$ cat config.mk
export PLATFORM = sky130hd
export DESIGN_NAME = sprite_plotter
export DESIGN_NICKNAME = d
export VERILOG_FILES = /design/src/rtl/sprite_pkg.sv /design/src/rtl/sprite_shape_rom.sv /design/src/rtl/sprite_plotter.sv
export SDC_FILE = /design/constraint.sdc
export NUM_CORES = 1
export LEC_CHECK = 0
export BUFFER_PORTS_ARGS = -buffer_cell sky130_fd_sc_hd__buf_2
export CORE_ASPECT_RATIO = 0.5
export CORE_MARGIN = 2
export CORE_UTILIZATION = 59
export CTS_CLUSTER_SIZE = 30
export DETAILED_ROUTE_END_ITERATION = 7
export GPL_ROUTABILITY_DRIVEN = 0
export GPL_TIMING_DRIVEN = 1
export PLACE_DENSITY = 0.81
export SETUP_SLACK_MARGIN = 0.05
export SLEW_MARGIN = 40
export SYNTH_ARGS = -nofsm -noshare
export SYNTH_HDL_FRONTEND = slang
export SYNTH_SLANG_ARGS = --single-unit
$ cat constraint.sdc
create_clock -name clock -period 7.4 [get_ports clock]
set_input_delay 1.11 -clock clock [delete_from_list [all_inputs] [get_ports clock]]
set_output_delay 1.11 -clock clock [all_outputs]
set_load 0.005 [all_outputs]
$ cat src/rtl/sprite_pkg.sv
// sprite_pkg: shared definitions for the sprite plotter.
//   - state_t        : plotter FSM states
//   - SPR_PIX        : pixels per sprite (13 full bird, 10 when SPRITE_FLAP_EN
//                      is defined: 7 body pixels + 3 wing pixels)
//   - DX_W / DY_W    : signed width of shape offsets
//   - K_W            : width of the pixel counter
//   - BIRD_DX/BIRD_DY: full bird shape, pixel order k = 0..12
// Build option: SPRITE_FLAP_EN (see sprite_shape_rom / sprite_plotter).
package sprite_pkg;

  typedef enum logic [2:0] {
    S_IDLE,
    S_LOAD,
    S_SEL,
    S_ERASE,
    S_DRAW,
    S_DONE
  } state_t;

  localparam int DX_W = 4;
  localparam int DY_W = 4;
  localparam int K_W  = 4;

`ifdef SPRITE_FLAP_EN
  localparam int SPR_PIX = 10;
`else
  localparam int SPR_PIX = 13;
`endif

  // Body first (k 0..6), then wings in up/down pairs (k 7..12).
  localparam logic signed [DX_W-1:0] BIRD_DX [13] = '{
    4'sd0, 4'sd0, -4'sd1, -4'sd2, -4'sd3, -4'sd4, -4'sd5,
    -4'sd3, -4'sd3, -4'sd4, -4'sd4, -4'sd5, -4'sd5
  };
  localparam logic signed [DY_W-1:0] BIRD_DY [13] = '{
    4'sd0, 4'sd1, 4'sd0, 4'sd0, 4'sd0, 4'sd0, 4'sd0,
    4'sd1, -4'sd1, 4'sd2, -4'sd2, 4'sd3, -4'sd3
  };

endpackage

$ cat src/rtl/sprite_shape_rom.sv
// sprite_shape_rom: combinational shape table for the bird sprite.
// Ports:
//   k     in  K_W   pixel index within the shape
//   phase in  1     wing phase (0 = wings up, 1 = wings down); only
//                   meaningful when SPRITE_FLAP_EN is defined
//   dx    out DX_W  signed x offset from the anchor
//   dy    out DY_W  signed y offset from the anchor
// Indices past the end of the shape return (0,0).
module sprite_shape_rom
  import sprite_pkg::*;
(
  input  logic [K_W-1:0]         k,
  input  logic                   phase,
  output logic signed [DX_W-1:0] dx,
  output logic signed [DY_W-1:0] dy
);

  int idx;

`ifdef SPRITE_FLAP_EN
  int wing;

  always_comb begin
    dx   = '0;
    dy   = '0;
    idx  = int'(k);
    wing = 0;
    if (idx < 7) begin
      dx = BIRD_DX[idx];
      dy = BIRD_DY[idx];
    end else if (idx < 10) begin
      // Up wings sit at table entries 7, 9, 11; down wings mirror them in y.
      wing = 7 + 2 * (idx - 7);
      dx   = BIRD_DX[wing];
      dy   = phase ? -BIRD_DY[wing] : BIRD_DY[wing];
    end
  end
`else
  logic unused_phase;
  assign unused_phase = phase;

  always_comb begin
    dx  = '0;
    dy  = '0;
    idx = int'(k);
    if (idx < 13) begin
      dx = BIRD_DX[idx];
      dy = BIRD_DY[idx];
    end
  end
`endif

endmodule

$ cat src/rtl/sprite_plotter.sv
// sprite_plotter: multi-sprite erase/redraw engine feeding vga_adapter.
// On each frame_tick (when idle) it snapshots all slot inputs, then walks the
// slots in ascending order: erase the shape at last frame's position with
// bg_colour, then draw it at the new position with the slot colour. One
// pixel per clock; off-screen pixels still take their cycle but plot=0.
// Ports:
//   clock, resetn         clock, synchronous active-low reset
//   frame_tick            1-cycle pass request; dropped (overrun) when busy
//   active                per-slot enable
//   pos_x/pos_y           packed anchor coordinates, slot i at [i*W +: W]
//   spr_colour/bg_colour  draw colour per slot / erase colour
//   x, y, colour, plot    pixel write port
//   busy                  high from LOAD through DONE
//   done                  1-cycle pulse in DONE
//   overrun               1-cycle pulse after a tick arrived while busy
// Build option SPRITE_FLAP_EN: 10-pixel sprite whose wing phase toggles
// every pass; each slot remembers the phase it was drawn with for its erase.
module sprite_plotter
  import sprite_pkg::*;
#(
  parameter int NUM_SPRITES = 7,
  parameter int X_W         = 8,
  parameter int Y_W         = 7,
  parameter int COL_W       = 3,
  parameter int X_MAX       = 159,
  parameter int Y_MAX       = 119
) (
  input  logic                         clock,
  input  logic                         resetn,
  input  logic                         frame_tick,
  input  logic [NUM_SPRITES-1:0]       active,
  input  logic [NUM_SPRITES*X_W-1:0]   pos_x,
  input  logic [NUM_SPRITES*Y_W-1:0]   pos_y,
  input  logic [NUM_SPRITES*COL_W-1:0] spr_colour,
  input  logic [COL_W-1:0]             bg_colour,
  output logic [X_W-1:0]               x,
  output logic [Y_W-1:0]               y,
  output logic [COL_W-1:0]             colour,
  output logic                         plot,
  output logic                         busy,
  output logic                         done,
  output logic                         overrun
);

  localparam int IDX_W = (NUM_SPRITES > 1) ? $clog2(NUM_SPRITES) : 1;
  localparam logic [IDX_W-1:0] SLOT_LAST = IDX_W'(NUM_SPRITES - 1);
  localparam logic [K_W-1:0]   K_LAST    = K_W'(SPR_PIX - 1);
  localparam logic [X_W-1:0]   X_LIM     = X_W'(X_MAX);
  localparam logic [Y_W-1:0]   Y_LIM     = Y_W'(Y_MAX);

  state_t                 state;
  logic [IDX_W-1:0]       slot;
  logic [K_W-1:0]         k;
  logic [NUM_SPRITES-1:0] active_snap;
  logic [NUM_SPRITES-1:0] prev_drawn;
  logic                   overrun_q;

  logic [X_W-1:0]   new_x   [NUM_SPRITES];
  logic [Y_W-1:0]   new_y   [NUM_SPRITES];
  logic [COL_W-1:0] new_col [NUM_SPRITES];
  logic [X_W-1:0]   old_x   [NUM_SPRITES];
  logic [Y_W-1:0]   old_y   [NUM_SPRITES];

`ifdef SPRITE_FLAP_EN
  logic                   phase_q;
  logic [NUM_SPRITES-1:0] old_phase;
`endif

  logic last_slot;
  assign last_slot = (slot == SLOT_LAST);

  always_ff @(posedge clock) begin
    if (!resetn) begin
      state       <= S_IDLE;
      slot        <= '0;
      k           <= '0;
      active_snap <= '0;
      prev_drawn  <= '0;
      overrun_q   <= 1'b0;
      for (int i = 0; i < NUM_SPRITES; i++) begin
        new_x[i]   <= '0;
        new_y[i]   <= '0;
        new_col[i] <= '0;
        old_x[i]   <= '0;
        old_y[i]   <= '0;
      end
`ifdef SPRITE_FLAP_EN
      phase_q   <= 1'b0;
      old_phase <= '0;
`endif
    end else begin
      overrun_q <= frame_tick && (state != S_IDLE);
      case (state)
        S_IDLE: begin
          if (frame_tick) state <= S_LOAD;
        end
        S_LOAD: begin
          active_snap <= active;
          for (int i = 0; i < NUM_SPRITES; i++) begin
            new_x[i]   <= pos_x[i*X_W +: X_W];
            new_y[i]   <= pos_y[i*Y_W +: Y_W];
            new_col[i] <= spr_colour[i*COL_W +: COL_W];
          end
          slot  <= '0;
          state <= S_SEL;
        end
        S_SEL: begin
          k <= '0;
          if (prev_drawn[slot]) begin
            state <= S_ERASE;
          end else if (active_snap[slot]) begin
            state <= S_DRAW;
          end else begin
            prev_drawn[slot] <= 1'b0;
            if (last_slot) state <= S_DONE;
            else begin
              slot  <= slot + 1'b1;
              state <= S_SEL;
            end
          end
        end
        S_ERASE: begin
          if (k == K_LAST) begin
            k <= '0;
            if (active_snap[slot]) begin
              state <= S_DRAW;
            end else begin
              prev_drawn[slot] <= 1'b0;
              if (last_slot) state <= S_DONE;
              else begin
                slot  <= slot + 1'b1;
                state <= S_SEL;
              end
            end
          end else begin
            k <= k + 1'b1;
          end
        end
        S_DRAW: begin
          if (k == K_LAST) begin
            k                <= '0;
            old_x[slot]      <= new_x[slot];
            old_y[slot]      <= new_y[slot];
            prev_drawn[slot] <= 1'b1;
`ifdef SPRITE_FLAP_EN
            old_phase[slot]  <= phase_q;
`endif
            if (last_slot) state <= S_DONE;
            else begin
              slot  <= slot + 1'b1;
              state <= S_SEL;
            end
          end else begin
            k <= k + 1'b1;
          end
        end
        S_DONE: begin
`ifdef SPRITE_FLAP_EN
          phase_q <= ~phase_q;
`endif
          state <= S_IDLE;
        end
        default: state <= S_IDLE;
      endcase
    end
  end

  // Pixel datapath: everything below decodes straight from the registered
  // state and counters, so a pixel appears in the same cycle as its state.
  logic                   rom_phase;
  logic signed [DX_W-1:0] dx;
  logic signed [DY_W-1:0] dy;
  logic [X_W-1:0]         anchor_x;
  logic [Y_W-1:0]         anchor_y;
  logic [COL_W-1:0]       pix_col;
  logic signed [X_W:0]    sum_x;
  logic signed [Y_W:0]    sum_y;
  logic                   pix_state;
  logic                   on_screen;

  sprite_shape_rom u_rom (
    .k     (k),
    .phase (rom_phase),
    .dx    (dx),
    .dy    (dy)
  );

  always_comb begin
    anchor_x  = new_x[slot];
    anchor_y  = new_y[slot];
    pix_col   = new_col[slot];
`ifdef SPRITE_FLAP_EN
    rom_phase = phase_q;
`else
    rom_phase = 1'b0;
`endif
    if (state == S_ERASE) begin
      anchor_x = old_x[slot];
      anchor_y = old_y[slot];
      pix_col  = bg_colour;
`ifdef SPRITE_FLAP_EN
      rom_phase = old_phase[slot];
`endif
    end
    // Zero-extend the anchor, sign-extend the offset; the top bit of the sum
    // flags a negative (off-screen) coordinate.
    sum_x = $signed({1'b0, anchor_x}) + $signed({{(X_W + 1 - DX_W){dx[DX_W-1]}}, dx});
    sum_y = $signed({1'b0, anchor_y}) + $signed({{(Y_W + 1 - DY_W){dy[DY_W-1]}}, dy});
    pix_state = (state == S_ERASE) || (state == S_DRAW);
    on_screen = !sum_x[X_W] && (sum_x[X_W-1:0] <= X_LIM) &&
                !sum_y[Y_W] && (sum_y[Y_W-1:0] <= Y_LIM);
    plot   = pix_state && on_screen;
    x      = plot ? sum_x[X_W-1:0] : '0;
    y      = plot ? sum_y[Y_W-1:0] : '0;
    colour = plot ? pix_col : '0;
  end

  assign busy    = (state != S_IDLE);
  assign done    = (state == S_DONE);
  assign overrun = overrun_q;

endmodule

==> out/qor.csv, run 1 <==
metric,value,unit
cp.required,6.29,ns
area_delta_synth_final,13.0,%
postSynthAreaPerCell,12.3,um2
syn_area,0.0137,mm2
fin_worst_skew,0.0104,ns
p_comb_share,23.0,%
yosysWarningCount,0,
r2r_setup_slack,4.26,ns
r2r_start,state[0],
via_per_inst,6.18,
fin_tns_setup,0,ns
ant_nets,0,
port_buffers,160,
die_x,219,um
final_core_utilization,67.9,%
start_util,60.0,%
endpoint_kind,output pin,
routed_wl,32900,um
hold_buffers,0,
ctsLongestPathBuffers,3,
synth_ff_type,edfxtp_1,
grt_pass1_wl,50600,um
switching_share,29.0,%
clk_latency,0.52,ns
core,0.0228,mm2
dp_hpwl,22300,um
hold_end,old_y[6][5],
ir_drop,0.000173,V
period_share,88.2,%
hold_viol,0,
slew_headroom,42.9,%
cap_violations,0,
netlist_top_cells_area,"edfxtp_1 (51%), mux4_2 (6.6%), dfxtp_1 (6.3%), and3_1 (5.3%), mux2i_1 (4.1%)",
syn-num-nets,1278,
synth-seq-area-share,57.0,%
nNetsFinal,1397,
multi_input_area,0.00547,mm2
synth-edff-count,231,
regToRegEndpoint,new_x[0][5],
worstSetupStartpointType,flop,
internal_power,2.95,mW
min-delay-start,old_y[6][5],
synthArstFlopShare,0,%
arrival,5.42,ns
yosysTopAreaCellShare,50.7,%
status,"complete, no violations",
num-fill-cells,1575,
max_slew.worst_pin.slew,0.855,ns
io_pins,161,
regArea,0.00781,mm2
die_y,112,um
cts_resized,0,
p_per_area,269,mW/mm2
synthCells,1114,
root_buffer,clkbuf_16,
power,4.15,mW
r2r_cells,5,
clk_pin_slew,0.06,ns
netlist_top_cells_count,"edfxtp_1 (231), nor2_1 (126), and3_1 (115), nand2_1 (74), clkbuf_1 (66)",
hold-path-cell-count,2,
cts_setup_buffers,0,
min_path_type,flop to flop,
gr-total-overflow,0,
p_clk_share,28.8,%
finalMaxSlewViolations,0,
drt_iter0_markers,1230,
switching_power,1.20,mW
leakage,6.25,nW
drive_gt1_share,24.0,%
antenna_cells,0,
vias,9636,
grt_max_degree,137,
dr.pass1.iters,5,
numCtsBuffers,24,
grt_use_total,26.9,%
cts_tree,built,
yosys.area.top_type,edfxtp_1,
antenna_found_initial,0,
critPathMaxFanout,48,
htreeDepth,1,
critPathKind,flop to output pin,
synth_cell_types,77,
clock_sinks,274,
min_period,6.53,ns
grt_pass1_vias,9287,
rsz0062_at_grt,false,
row_count,39,
pwr-share-seq,48.2,%
wl_per_cell,21.1,um
drc,0,
synth-seq-cells,274,
dieArea,0.0245,mm2
yosysMostFrequentCell,edfxtp_1,
setup_viol_count_final,0,
fmax,153,MHz
cell families (layout without fill, tap and decap cells):
| kind of cell | count (synthesis) | in the layout | synth area share (%) |
|---|---|---|---|
| multiplexers | 118 | 118 | 13.1 |
| AND/OR/NAND/NOR | 433 | 433 | 16.7 |
| buffers and inverters | 115 | 252 | 3.50 |
| XOR/XNOR | 8 | 8 | 0.512 |
| flip-flops | 274 | 274 | 57.0 |
| adder cells (fa/ha/maj) | 26 | 26 | 2.47 |
| AO/OA/AOI/OAI | 140 | 140 | 6.79 |
cell usage in the layout, fill, tap and decap left out, drive strengths merged, types with 3 or more instances in the layout:
master,synthesis,routed
nor3b,9,9
a31oi,3,3
or2,3,3
dfxtp,43,43
nand3,24,24
nor3,13,13
a2111oi,5,5
or4,3,3
and3,116,116
nor4,6,6
or3,11,11
a21o,4,4
o21ai,45,45
nand2,75,75
nand3b,3,3
nor2,126,126
mux2i,56,56
a211oi,4,4
clkinv,1,8
nand2b,6,6
and2,23,23
ha,23,23
o22a,3,3
o22ai,5,5
a22oi,3,3
mux2,17,17
edfxtp,231,231
buf,16,175
o21a,4,4
xnor2,8,8
nor2b,6,6
clkbuf,66,34
a21oi,38,38
mux4,45,45
inv,32,32
o211ai,4,4
layout make-up:
type / instances / area share [%]
clock buffers: 34 / 4.26
clock inverters: 10 / 0.494
inverters: 33 / 0.801
multi-input cells: 725 / 35.4
flip-flops and latches: 274 / 50.5
well taps: 307 / 2.48
repair buffers: 175 / 6.10
sequential cells by signal, summed over array words and instances, names as in the netlist, named ones only:
name         cells
active_snap      7
k                4
new_col         21
new_x           56
new_y           49
old_x           64
old_y           56
overrun          1
slot             3
state            3
worst max-delay path: stages (launching register included):
cell and delay (ns):
dfxtp_4 0.55, buf_12 0.38, mux4_2 0.55, mux2_2 0.33, nor2_1 0.12, a21oi_1 0.09, ha_1 0.25, inv_1 0.07
fa_1 0.18, nor2b_1 0.06, o21ai_0 0.18, a21boi_0 0.16, o21a_1 0.20, or3_1 0.32, nand3_1 0.11, nand4b_2 0.63
a2111oi_2 0.52, buf_2 0.18
worst max path at each step:
stage	start	end	slack, ns	cells past startpoint
4_1_cts	flop	colour[0]	0.75	14
2_1_floorplan	flop	x[5]	1.72	18
3_5_place_dp	flop	colour[0]	1.30	14
6_report	flop	colour[2]	0.87	17
3_3_place_gp	flop	y[2]	1.39	14
5_1_grt	flop	colour[0]	0.48	17
metrics by stage:
step                      area (um2)  std cells  setup slack [ns]  hold WS [ns]
final                          15500       1558             0.870         0.450
after global routing           15500       1558             0.475         0.469
after CTS                      15400       1557             0.746         0.449
after detailed placement       14700       1513              1.30         0.440
after global placement         14700       1511              1.39         0.436
after floorplan                13700       1114              1.72         0.426
routing by layer:
layer / track usage [%] / share of wire (%)
met5: 0 / 0
met4: 5.81 / 2.0
met3: 5.41 / 9.8
met2: 42.3 / 46
met1: 39.4 / 42
power by group through the flow:
stage	registers [mW]	clock network [mW]	logic, mW
global route	2.02	1.25	1.03
finish	2.00	1.20	0.954
floorplan	2.00	0	0.686
CTS	2.01	1.20	0.939
global placement	2.02	0	0.899
detailed placement	2.04	0	0.929
Note: power is estimated with default switching activity, not from simulation.
==> run 2, diff against run 1 <==
--- a/config.mk
+++ b/config.mk
@@ -5,6 +5,7 @@
 export SDC_FILE = /design/constraint.sdc
 export NUM_CORES = 1
 export LEC_CHECK = 0
+export ABC_AREA = 1
 export BUFFER_PORTS_ARGS = -buffer_cell sky130_fd_sc_hd__buf_2
 export CORE_ASPECT_RATIO = 0.5
 export CORE_MARGIN = 2
==> out/qor.csv, run 2 <==
metric,value,unit
status,"complete, no violations",
vias,11400,
dp_hpwl,22900,um
numCtsBuffers,25,
port_buffers,160,
synthArstFlopShare,0,%
ctsLongestPathBuffers,3,
gr-total-overflow,0,
finalMaxSlewViolations,0,
ir_drop,0.000139,V
synth_cell_types,47,
worstSetupStartpointType,flop,
pre_cts_ws,1.87,ns
grt_max_degree,109,
critPathKind,flop to output pin,
io_pins,161,
critPathMaxFanout,107,
p_per_area,301,mW/mm2
clock_sinks,274,
die_x,220,um
drt_iter0_markers,1568,
min-delay-start,active_snap[3],
final_common_cell,nor2_1,
synth-edff-count,231,
root_buffer,clkbuf_16,
antenna_cells,0,
routed_wl,35900,um
top_register,old_x,
setup_viol_count_final,0,
dr.pass1.iters,8,
hold_viol,0,
cp.required,6.29,ns
yosysWarningCount,0,
core,0.0228,mm2
cap_violations,0,
cts_tree,built,
antenna_found_initial,0,
leakage,6.99,nW
r2r_start,k[3],
dieArea,0.0246,mm2
grt_use_total,29.4,%
synth_ff_type,edfxtp_1,
reg_top3,"old_x (64), new_x (56), old_y (56)",
nNetsFinal,1836,
power,4.68,mW
endpoint_kind,output pin,
via_per_inst,5.69,
yosysMostFrequentCell,nor2_1,
cts_resized,0,
area_delta_synth_final,13.0,%
postSynthAreaPerCell,8.83,um2
grt_pass1_wl,56600,um
fin_tns_setup,0,ns
clk_pin_slew,0.07,ns
min_period,6.19,ns
worst_slack,1.21,ns
synth-seq-cells,274,
arrival,5.08,ns
layout_common_cells,"nor2_1 (296), nand2_1 (280), edfxtp_1 (231), inv_1 (219), buf_2 (160)",
cts_setup_buffers,0,
htreeDepth,1,
fin_worst_skew,0.00884,ns
grt_pass1_vias,11100,
start_util,60.2,%
netlist_top_cells_area,"edfxtp_1 (50%), nor2_1 (8.1%), nand2_1 (7.8%), dfxtp_1 (6.3%), inv_1 (6.0%)",
die_y,112,um
min_path_type,flop to flop,
netlist_top_cells_count,"nor2_1 (297), nand2_1 (285), edfxtp_1 (231), inv_1 (219), o21ai_0 (93)",
syn-num-nets,1721,
rsz0062_at_grt,false,
largest_register_ffs,64,
slew_headroom,43.3,%
yosysTopAreaCellShare,50.5,%
fmax,162,MHz
wl_per_cell,18.0,um
drive_gt1_share,15.2,%
period_share,83.6,%
hold_buffers,0,
clk_latency,0.53,ns
yosys.area.top_type,edfxtp_1,
ant_nets,0,
final_core_utilization,68.0,%
synthCells,1557,
max_slew.worst_pin.slew,0.850,ns
hold_ws,0.477,ns
syn_area,0.0137,mm2
drc,0,
row_count,39,
synth-seq-area-share,56.7,%
-- run 2: changes by cell type after synthesis, sizes merged, moves of 45 or more --
| cell | previous run | this run |
|---|---|---|
| nand2 | 75 | 294 |
| inv | 32 | 226 |
| nor2 | 126 | 310 |
| and3 | 116 | 0 |
| nand3 | 24 | 81 |
| o21ai | 45 | 95 |
| mux2i | 56 | 7 |
| mux4 | 45 | 0 |
-- run 2: worst max-delay path, stage by stage, from the launching register on --
cell and delay, ns:
dfxtp_4 0.47, buf_12 0.24, inv_6 0.60, nand2_1 0.12
a32o_1 0.26, nand2_1 0.06, nand2_1 0.13, o21ai_0 0.33
ha_1 0.24, inv_1 0.06, fa_1 0.40, o21ai_0 0.32
nand2_1 0.09, nand2_1 0.07, a21oi_1 0.06, xor2_1 0.16
nand3_1 0.08, nand2_1 0.05, inv_1 0.08, nand2_1 0.07
nor2_2 0.12, nand2_4 0.22, nor2_1 0.16, buf_2 0.13
-- run 2: final timing paths --
| path | end | slack (ns) | depth (start not counted) |
|---|---|---|---|
| max | x[4] | 1.21 | 23 |
| min | active_snap[3] | 0.48 | 2 |
| max reg2reg | old_y[7][6] | 4.37 | 9 |
| min reg2reg | active_snap[3] | 0.48 | 2 |
-- run 2: cell type report --
cell class,count,area (um2)
sequential,274,7800
clock buffer,33,656
clock inverter,13,131
inverter,228,866
multi-input combinational,974,4790
tap,307,384
timing repair buffer,169,901
fill,1743,7310
-- run 2: cell families after synthesis --
group | Yosys count | share of synthesized area (%)
AND/OR/NAND/NOR | 701 | 20.8
XOR/XNOR | 9 | 0.574
AO/OA/AOI/OAI | 232 | 9.91
adder cells (fa/ha/maj) | 25 | 2.39
multiplexers | 7 | 0.510
buffers and inverters | 309 | 9.11
flip-flops | 274 | 56.7
-- run 2: power breakdown --
part           switching (mW)  internal [mW]  leakage (nW)
Clock                   0.580          0.701         0.375
Sequential              0.108           1.97          2.75
Combinational           0.943          0.378          3.86
-- run 2: metrics by stage --
| step | instances | area [um2] |
|---|---|---|
| finish | 1998 | 15500 |
| global route | 1998 | 15500 |
| CTS | 1996 | 15500 |
| detailed placement | 1950 | 14700 |
| global placement | 1950 | 14600 |
| floorplan | 1557 | 13700 |
-- run 2: metal layers --
layer / vias up / GRT usage, % / share of wire, %
li1: 5314 / - / -
met1: 5306 / 42.5 / 41
met2: 666 / 45.9 / 46
met3: 81 / 4.51 / 10
met4: 0 / 9.44 / 2.6
met5: - / 0 / 0
==> run 3, diff against run 2 <==
--- a/config.mk
+++ b/config.mk
@@ -5,16 +5,16 @@
 export SDC_FILE = /design/constraint.sdc
 export NUM_CORES = 1
 export LEC_CHECK = 0
-export ABC_AREA = 1
+export ABC_AREA = 0
 export BUFFER_PORTS_ARGS = -buffer_cell sky130_fd_sc_hd__buf_2
 export CORE_ASPECT_RATIO = 0.5
 export CORE_MARGIN = 2
-export CORE_UTILIZATION = 59
+export CORE_UTILIZATION = 53
 export CTS_CLUSTER_SIZE = 30
 export DETAILED_ROUTE_END_ITERATION = 7
 export GPL_ROUTABILITY_DRIVEN = 0
 export GPL_TIMING_DRIVEN = 1
-export PLACE_DENSITY = 0.81
+export PLACE_DENSITY = 0.76
 export SETUP_SLACK_MARGIN = 0.05
 export SLEW_MARGIN = 40
 export SYNTH_ARGS = -nofsm -noshare
==> constraint.sdc (replaced) <==
create_clock -name clock -period 5.1 [get_ports clock]
set_input_delay 0.765 -clock clock [delete_from_list [all_inputs] [get_ports clock]]
set_output_delay 0.765 -clock clock [all_outputs]
set_load 0.005 [all_outputs]
==> out/qor.csv, run 3 (synthesis gave the netlist of run 1 again) <==
metric,value,unit
status,finished with violations,
failed_checks,setup timing,
pwr-share-seq,45.5,%
fin_tns_setup,-0.404,ns
arrival,4.39,ns
ant_nets,0,
critPathKind,flop to output pin,
post-route-cell-area,0.0162,mm2
p_per_area,392,mW/mm2
dp_hpwl,23000,um
routed_wl,34100,um
ctsLongestPathBuffers,3,
largest_register_ffs,64,
dr.pass1.iters,6,
antenna_found_initial,1,
dieArea,0.0272,mm2
layout_common_cells,"edfxtp_1 (231), buf_2 (159), nor2_1 (120), and3_1 (115), nand2_1 (71)",
finalMaxSlewViolations,0,
gr-total-overflow,0,
port_buffers,160,
stdcell_count,1633,
top_register,old_x,
p_comb_share,25.7,%
core,0.0253,mm2
period_share,101,%
reg_top3,"old_x (64), new_x (56), old_y (56)",
placed_area,0.0149,mm2
r2r_cells,8,
htreeDepth,1,
vias,9859,
pre_cts_ws,0.112,ns
numCtsBuffers,25,
min_path_type,flop to flop,
via_per_inst,6.04,
slew_headroom,40.8,%
endpoint_kind,output pin,
hold_viol,0,
fmax,194,MHz
drive_gt1_share,29.4,%
leakage,6.54,nW
r2r_start,slot[2],
clk_pin_slew,0.06,ns
nNetsFinal,1434,
p_clk_share,28.8,%
clock_sinks,274,
final_common_cell,edfxtp_1,
wl_per_cell,20.9,um
setup_viol_count_final,17,
min-delay-start,old_y[6][5],
io_pins,161,
num-fill-cells,1807,
fin_worst_skew,0.0299,ns
cap_violations,0,
grt_pass1_vias,9559,
root_buffer,clkbuf_16,
worstSetupStartpointType,flop,
hold-path-cell-count,2,
start_util,54.1,%
r2r_setup_slack,2.10,ns
max_slew.worst_pin.slew,0.887,ns
cts_tree,built,
row_count,41,
hold_end,old_y[6][5],
grt_pass1_wl,53100,um
area_delta_synth_final,18.3,%
cp.required,4.34,ns
die_x,231,um
min_period,5.15,ns
die_y,118,um
clk_latency,0.53,ns
internal_power,4.51,mW
worst_slack,-0.0542,ns
drt_iter0_markers,1388,
critPathMaxFanout,15,
switching_power,1.84,mW
switching_share,29.0,%
drc,0,
ir_drop,0.000260,V
grt_max_degree,121,
rsz0062_at_grt,true,
dp_cells,1567,
grt_use_total,24.9,%
## run 3: cell type report
cell class	count	area [um2]	share of cell area, %
Antenna cell	1	2.50	0.0155
Tap cell	344	430	2.66
Sequential cell	274	7810	48.2
Clock inverter	14	118	0.726
Multi-Input combinational cell	725	5710	35.2
Clock buffer	31	668	4.13
Timing Repair Buffer	211	1330	8.23
Inverter	33	124	0.765
## run 3: per-layer routing
| metal | GRT usage (%) | wire length, um | vias up |
|---|---|---|---|
| met2 | 39.6 | 16200 | 498 |
| met5 | 0 | 0 | - |
| li1 | - | - | 4471 |
| met1 | 36.2 | 14400 | 4829 |
| met3 | 3.75 | 2790 | 61 |
| met4 | 6.09 | 642 | 0 |
## run 3: what timing repair did
| item | 4_1_cts | 5_1_grt |
|---|---|---|
| setup buffers | 11 | 8 |
| endpoints found under the setup margin | 19 | 19 |
| hold buffers | 0 | 0 |
| gates cloned | 0 | 1 |
| gates resized for setup | 31 | 40 |
| pin swaps | 6 | 12 |
## run 3: how the worst max path moves through the flow
stage               cells past startpoint         to  slack (ns)  startpoint
global route                           17  colour[0]       -0.16        flop
CTS                                    16       x[7]       -0.02        flop
detailed placement                     15       y[2]        0.11        flop
finish                                 16       x[7]       -0.05        flop
floorplan                              19       x[5]        0.15        flop
global placement                       16       y[6]        0.26        flop
## run 3: through the flow
| stage | hold WS, ns | util (%) | total power [mW] |
|---|---|---|---|
| after detailed placement | 0.448 | 59.0 | 4.36 |
| after CTS | 0.456 | 62.9 | 6.23 |
| after global routing | 0.477 | 64.0 | 6.60 |
| after floorplan | 0.426 | - | 3.89 |
| after global placement | 0.434 | 58.7 | 4.29 |
| final | 0.453 | 64.0 | 6.35 |
## run 3: critical path: stages, from the launching register on
cell and delay (ns):
dfxtp_4 0.47, mux4_2 0.53, mux2_4 0.32, nor2_4 0.12
a21oi_2 0.07, ha_2 0.23, fa_2 0.38, a21o_1 0.18
o211ai_1 0.09, o41a_1 0.15, o31a_1 0.20, nand2_1 0.07
or4_4 0.43, nand4b_4 0.13, buf_12 0.16, and4b_1 0.20
buf_2 0.12
## run 3: power by group through the flow
stage                     sequential (mW)  clock, mW  combinational [mW]
final                                2.89       1.83                1.63
after global routing                 2.92       1.92                1.76
after CTS                            2.89       1.83                1.50
after detailed placement             2.95          0                1.41
after global placement               2.93          0                1.37
after floorplan                      2.89          0               0.998
